--- config.mk ---
export PLATFORM = sky130hd
export DESIGN_NAME = motor_pwm_bank
export DESIGN_NICKNAME = d
export VERILOG_FILES = /design/src/rtl/motor_pwm_bank_pkg.sv /design/src/rtl/motor_pwm_bank_pwm_channel.sv /design/src/rtl/motor_pwm_bank.sv
export SDC_FILE = /design/constraint.sdc
export NUM_CORES = 1
export LEC_CHECK = 0
export CAP_MARGIN = 20
export CORE_ASPECT_RATIO = 1.5
export CORE_MARGIN = 8
export CORE_UTILIZATION = 30
export CTS_CLUSTER_DIAMETER = 100
export DETAILED_ROUTE_END_ITERATION = 10
export DONT_BUFFER_PORTS = 1
export PLACE_DENSITY_LB_ADDON = 0.12
export SLEW_MARGIN = 0
export SYNTH_ARGS = -nofsm -noshare
export SYNTH_HDL_FRONTEND = slang
export SYNTH_SLANG_ARGS = --single-unit
--- constraint.sdc ---
create_clock -name clk -period 4 [get_ports clk]
set_input_delay 0.8 -clock clk [delete_from_list [all_inputs] [get_ports clk]]
set_output_delay 0.8 -clock clk [all_outputs]
set_load 0.05 [all_outputs]
--- src/rtl/motor_pwm_bank_pkg.sv ---
// rtl/motor_pwm_bank_pkg.sv - register map and GPIO nibble layout for motor_pwm_bank
package motor_pwm_bank_pkg;

  localparam logic [4:0] CTRL_BASE   = 5'd0;
  localparam logic [4:0] DUTY_BASE   = 5'd8;
  localparam logic [4:0] STATUS_ADDR = 5'd16;
  localparam logic [4:0] KICK_ADDR   = 5'd17;
  localparam logic [4:0] EFF_BASE    = 5'd24;

  localparam int CTRL_EN_BIT  = 0;
  localparam int CTRL_DIR_BIT = 1;

  // Field order gives GPIO nibble bits {3:pwm, 2:en, 1:in2, 0:in1}.
  typedef struct packed {
    logic pwm;
    logic en;
    logic in2;
    logic in1;
  } gpio_nibble_t;

endpackage

--- src/rtl/motor_pwm_bank_pwm_channel.sv ---
// rtl/motor_pwm_bank_pwm_channel.sv - one H-bridge channel: slew-limited duty, reversal interlock, output decode
module motor_pwm_bank_pwm_channel
  import motor_pwm_bank_pkg::*;
#(
  parameter int DUTY_W    = 10,
  parameter int RAMP_STEP = 4
) (
  input  logic              clk,
  input  logic              reset,
  input  logic [DUTY_W-1:0] cnt_i,
  input  logic              wrap_i,
  input  logic [DUTY_W-1:0] target_i,
  input  logic              en_i,
  input  logic              dir_i,
  input  logic              force_off_i,
  output logic [DUTY_W-1:0] eff_o,
  output gpio_nibble_t      gpio_o
);

  localparam logic [DUTY_W:0] STEP = (DUTY_W+1)'(RAMP_STEP);

  logic [DUTY_W-1:0] eff_q, eff_d;
  logic              dir_q, dir_d;
  logic [DUTY_W:0]   eff_x, tgt_x;
  logic              active;
  logic              pwm;

  assign active = en_i & ~force_off_i;

  always_comb begin
    eff_d = eff_q;
    dir_d = dir_q;
    eff_x = {1'b0, eff_q};
    tgt_x = {1'b0, target_i};
    if (!active) begin
      eff_d = '0;
    end else if (wrap_i) begin
      // Reversal: drain to zero first; the flip and the first ramp-up step share one wrap.
      if (dir_q != dir_i && eff_q != '0) begin
        eff_d = (eff_x > STEP) ? DUTY_W'(eff_x - STEP) : '0;
      end else begin
        dir_d = dir_i;
        if (tgt_x > eff_x + STEP)      eff_d = DUTY_W'(eff_x + STEP);
        else if (eff_x > tgt_x + STEP) eff_d = DUTY_W'(eff_x - STEP);
        else                           eff_d = target_i;
      end
    end
  end

  always_ff @(posedge clk) begin
    if (reset) begin
      eff_q <= '0;
      dir_q <= 1'b0;
    end else begin
      eff_q <= eff_d;
      dir_q <= dir_d;
    end
  end

  assign pwm        = active & (cnt_i < eff_q);
  assign eff_o      = eff_q;
  assign gpio_o.pwm = pwm;
  assign gpio_o.en  = active;
  assign gpio_o.in1 = pwm & ~dir_q;
  assign gpio_o.in2 = pwm & dir_q;

endmodule

--- src/rtl/motor_pwm_bank.sv ---
// rtl/motor_pwm_bank.sv - Avalon-MM motor PWM bank: register file, read mux, shared PWM counter, bus watchdog
module motor_pwm_bank
  import motor_pwm_bank_pkg::*;
#(
  parameter int NUM_MOTORS  = 6,
  parameter int DUTY_W      = 10,
  parameter int RAMP_STEP   = 4,
  parameter int WDOG_CYCLES = 50_000_000
) (
  input  logic                    clk,
  input  logic                    reset,
  input  logic                    chipselect,
  input  logic                    write,
  input  logic                    read,
  input  logic [4:0]              addr,
  input  logic [31:0]             writedata,
  output logic [31:0]             readdata,
  output logic [4*NUM_MOTORS-1:0] GPIO_out
);

  localparam int WD_W = $clog2(WDOG_CYCLES + 1);
  localparam logic [WD_W-1:0] WD_LAST = WD_W'(WDOG_CYCLES - 1);
  localparam logic [WD_W-1:0] WD_MAX  = WD_W'(WDOG_CYCLES);

  logic [DUTY_W-1:0]     cnt_q;
  logic [NUM_MOTORS-1:0] en_q, dir_q;
  logic [DUTY_W-1:0]     duty_q [NUM_MOTORS];
  logic [DUTY_W-1:0]     eff    [NUM_MOTORS];
  logic [WD_W-1:0]       wd_cnt_q;
  logic                  wd_trip_q;
  logic [31:0]           readdata_q, readdata_d;
  logic                  wr, wrap, is_ctrl, is_duty, is_eff;
  logic [2:0]            idx;
  logic                  unused_wdata;

  assign wr           = chipselect & write;
  assign wrap         = &cnt_q;
  assign idx          = addr[2:0];
  assign is_ctrl      = (addr[4:3] == CTRL_BASE[4:3]);
  assign is_duty      = (addr[4:3] == DUTY_BASE[4:3]);
  assign is_eff       = (addr[4:3] == EFF_BASE[4:3]);
  assign unused_wdata = ^writedata[31:DUTY_W];

  always_ff @(posedge clk) begin
    if (reset) begin
      cnt_q      <= '0;
      wd_cnt_q   <= '0;
      wd_trip_q  <= 1'b0;
      en_q       <= '0;
      dir_q      <= '0;
      readdata_q <= '0;
      for (int i = 0; i < NUM_MOTORS; i++) duty_q[i] <= '0;
    end else begin
      cnt_q <= cnt_q + DUTY_W'(1);

      // A write in the expiry cycle reloads the counter and suppresses the trip.
      if (wr)                      wd_cnt_q <= '0;
      else if (wd_cnt_q != WD_MAX) wd_cnt_q <= wd_cnt_q + WD_W'(1);
      if (wr && addr == KICK_ADDR)         wd_trip_q <= 1'b0;
      else if (!wr && wd_cnt_q == WD_LAST) wd_trip_q <= 1'b1;

      for (int i = 0; i < NUM_MOTORS; i++) begin
        if (wd_trip_q) begin
          en_q[i]   <= 1'b0;
          duty_q[i] <= '0;
        end else if (wr && idx == 3'(i)) begin
          if (is_ctrl) begin
            en_q[i]  <= writedata[CTRL_EN_BIT];
            dir_q[i] <= writedata[CTRL_DIR_BIT];
          end
          if (is_duty) duty_q[i] <= writedata[DUTY_W-1:0];
        end
      end

      if (chipselect && read) readdata_q <= readdata_d;
    end
  end

  always_comb begin
    readdata_d = '0;
    for (int i = 0; i < NUM_MOTORS; i++) begin
      if (idx == 3'(i)) begin
        if (is_ctrl) begin
          readdata_d[CTRL_EN_BIT]  = en_q[i];
          readdata_d[CTRL_DIR_BIT] = dir_q[i];
        end
        if (is_duty) readdata_d = 32'(duty_q[i]);
        if (is_eff)  readdata_d = 32'(eff[i]);
      end
    end
    if (addr == STATUS_ADDR) readdata_d = {31'b0, wd_trip_q};
  end

  assign readdata = readdata_q;

  for (genvar g = 0; g < NUM_MOTORS; g++) begin : g_ch
    gpio_nibble_t nib;

    motor_pwm_bank_pwm_channel #(
      .DUTY_W   (DUTY_W),
      .RAMP_STEP(RAMP_STEP)
    ) u_ch (
      .clk        (clk),
      .reset      (reset),
      .cnt_i      (cnt_q),
      .wrap_i     (wrap),
      .target_i   (duty_q[g]),
      .en_i       (en_q[g]),
      .dir_i      (dir_q[g]),
      .force_off_i(wd_trip_q),
      .eff_o      (eff[g]),
      .gpio_o     (nib)
    );

    assign GPIO_out[4*g +: 4] = nib;
  end

endmodule

==> flow_metrics.env <==
export IMPL_status="completed"
export IMPL_fin_skew_ns=0.0111
export IMPL_grt_total_usage_pct=20.9
export IMPL_min_to="g_ch[3].u_ch.dir_q"
export IMPL_place_hpwl_um=50100
export IMPL_cts_tree="done"
export IMPL_synth_seq_cells=185
export IMPL_ctsHoldBuffers=0
export IMPL_ys_seq_area_share_pct=26.3
export IMPL_slew_headroom_pct=17.8
export IMPL_tightest_slew_ns=1.20
export IMPL_placed_area_um2=17400
export IMPL_leakage_nw=7.06
export IMPL_drive_gt1_share_pct=7.65
export IMPL_timing_setup_tns_ns=0
export IMPL_hp_class="in -> reg"
export IMPL_globalplace_congestion=0.897
export IMPL_synth_distinct_cells=71
export IMPL_firstDrtPassIters=5
export IMPL_crit_path_end_kind="output pin"
export IMPL_cts_buffer_depth=2
export IMPL_start_util_pct=30.1
export IMPL_report_final_slew_viol_count=0
export IMPL_setup_violations=0
export IMPL_hold_depth=1
export IMPL_num_nets_final=2270
export IMPL_rows=105
export IMPL_synth_edf_count=60
export IMPL_min_from="reset"
export IMPL_n_fill_cell=5823
export IMPL_vias_per_cell=5.61
export IMPL_cts_buffers=17
export IMPL_p_per_area_nw_per_um2=248
export IMPL_die_w_um=207
export IMPL_layout_commonest_cell="ha_1"
export IMPL_dieArea_um2=62500
export IMPL_remaining_drc_errors=0
export IMPL_totalWireLength_um=65000
export IMPL_clk_pin_slew_ns=0.08
export IMPL_avgSynthCellArea_um2=8.16
export IMPL_stdcell_area_um2=18100
export IMPL_io_pins=98
export IMPL_synthArstFlopShare_pct=0
export IMPL_post_cts_resized=0
export IMPL_cp_max_fo=6
export IMPL_core_area_um2=54400
export IMPL_start_kind="flop"
export IMPL_syn_cell_area_um2=16400
export IMPL_critPathKind="reg -> out"
export IMPL_rsz0062_at_grt="no"
export IMPL_setup_ws_ns=0.198
export IMPL_antenna_found_initial=5
export IMPL_grt_max_degree=69
export IMPL_rr_worst_depth=13
export IMPL_grt_remaining_overflow=0
export IMPL_multi_input_area_um2=11100
export IMPL_grt_pass1_vias=15400
export IMPL_hold_ws_ns=0.400
export IMPL_cts_sinks=185
export IMPL_post_cts_buffers=0
export IMPL_regArea_um2=4300
export IMPL_wl_per_cell_um=23.7
export IMPL_r2r_slack_ns=0.41
export IMPL_ant_nets=0
export IMPL_timing_rr_end="g_ch[5].u_ch.eff_o[4]"
export IMPL_preCtsSetupSlack_ns=0.459
export IMPL_via_count=15400
export IMPL_io_buffers=0
export IMPL_peakVddDrop_uv=286
export IMPL_clk_latency_ns=0.47
export IMPL_fin_crit_sh_pct=95.1
export IMPL_grt_pass1_wl_um=97300
export IMPL_cp_data_required_time_ns=3.20
export IMPL_arrival_ns=3.00
export IMPL_fin_crit_ns=3.80
export IMPL_syn_inst=2007
export IMPL_final_hold_violation_count=0
export IMPL_max_freq_mhz=263
export IMPL_dr_first_iter_drc_count=957
export IMPL_htreeDepth=4
export IMPL_root_buffer="clkbuf_16"
export IMPL_ys_flop_type="dfxtp_1"
export IMPL_drv_cap=0
export IMPL_die_h_um=302
export IMPL_yosys_warnings=0
export IMPL_power_mw=4.48
export IMPL_final_cell_mix="ha_1, nor2_1, inv_1"
export IMPL_r2r_start="g_ch[5].u_ch.eff_o[2]"
export IMPL_syn_to_final_growth_pct=10.4
==> layout make-up <==
class	instances	area share, %
inverters	143	2.98
well taps	695	4.81
clock buffers	17	2.35
clock inverters	15	1.03
multi-input cells	1595	61.4
flip-flops and latches	185	23.8
repair buffers	85	3.53
diodes	10	0.138
==> how the worst max path moves through the flow <==
stage / start / end / depth (start not counted)
after global routing: cnt_q[1] / GPIO_out[19] / 8
after global placement: g_ch[5].u_ch.eff_o[2] / g_ch[5].u_ch.eff_o[4] / 13
after detailed placement: g_ch[5].u_ch.eff_o[2] / g_ch[5].u_ch.eff_o[4] / 13
after CTS: cnt_q[1] / GPIO_out[19] / 8
after floorplan: duty_q[5][3] / g_ch[5].u_ch.eff_o[4] / 13
final: cnt_q[2] / GPIO_out[19] / 7
==> state kept, by name (all words and copies together), names as in the netlist <==
register	cells
duty_q	60
wd_trip_q	1
g_ch.u_ch.eff_o	60
readdata	10
dir_q	6
g_ch.u_ch.dir_q	6
wd_cnt_q	26
en_q	6
cnt_q	10
==> cell usage after synthesis, drive strengths merged (7+ instances only) <==
cell type / number / area (um2)
a211oi: 42 / 315
a21o: 17 / 128
a21oi: 129 / 646
a221oi: 23 / 201
a31o: 8 / 70.1
a31oi: 18 / 113
and2: 76 / 475
and3: 20 / 125
buf: 40 / 293
clkbuf: 65 / 244
dfxtp: 125 / 2500
edfxtp: 60 / 1800
ha: 201 / 2510
inv: 138 / 521
mux2: 7 / 78.8
mux2i: 66 / 661
nand2: 118 / 443
nand2b: 23 / 144
nand3: 106 / 531
nand4: 26 / 163
nor2: 178 / 668
nor2b: 15 / 93.8
nor3: 73 / 365
nor4: 15 / 93.8
o211ai: 13 / 97.6
o21a: 10 / 75.1
o21ai: 103 / 527
o221a: 8 / 90.1
o221ai: 26 / 228
o22ai: 17 / 106
o31ai: 8 / 60.1
or3: 13 / 86.3
xnor2: 101 / 885
xor2: 37 / 324
==> where the power goes <==
| group | total (mW) | internal, mW | switching, mW |
|---|---|---|---|
| clock network | 1.86 | 0.949 | 0.913 |
| registers | 2.08 | 1.98 | 0.107 |
| logic | 0.537 | 0.197 | 0.341 |
==> kinds of logic after synthesis <==
| logic type | count (synthesis) | synth area share [%] |
|---|---|---|
| flops | 185 | 26.3 |
| compound gates | 478 | 19.3 |
| mux | 75 | 4.79 |
| xor+xnor | 138 | 7.38 |
| buf+inv | 248 | 6.57 |
| other cells | 1 | 0.0229 |
| simple gates | 681 | 20.3 |
| fa+ha+maj | 201 | 15.4 |
==> routing by layer <==
layer	up-vias	part of all wire [%]	track usage, %	wire [um]
met3	116	4.8	3.34	3150
met4	0	4.4	11.0	2890
met5	-	0	0	0
met1	7506	39	22.7	25200
li1	7299	-	-	-
met2	487	52	38.1	33800
==> per-stage QoR <==
step / util [%] / cells
global placement: 32.1 / 2703
floorplan: - / 2028
CTS: 33.2 / 2735
finish: 33.3 / 2745
detailed placement: 32.1 / 2703
global route: 33.2 / 2740
==> critical path, stage by stage (launching register included) <==
cell and delay [ns]:
dfxtp_1 0.68, ha_1 0.32, a21boi_0 0.12, o21ai_0 0.17, a21oi_1 0.08, o41ai_1 0.42, o21ai_0 0.32, inv_1 0.41
Power figures use the tool's default switching activity.
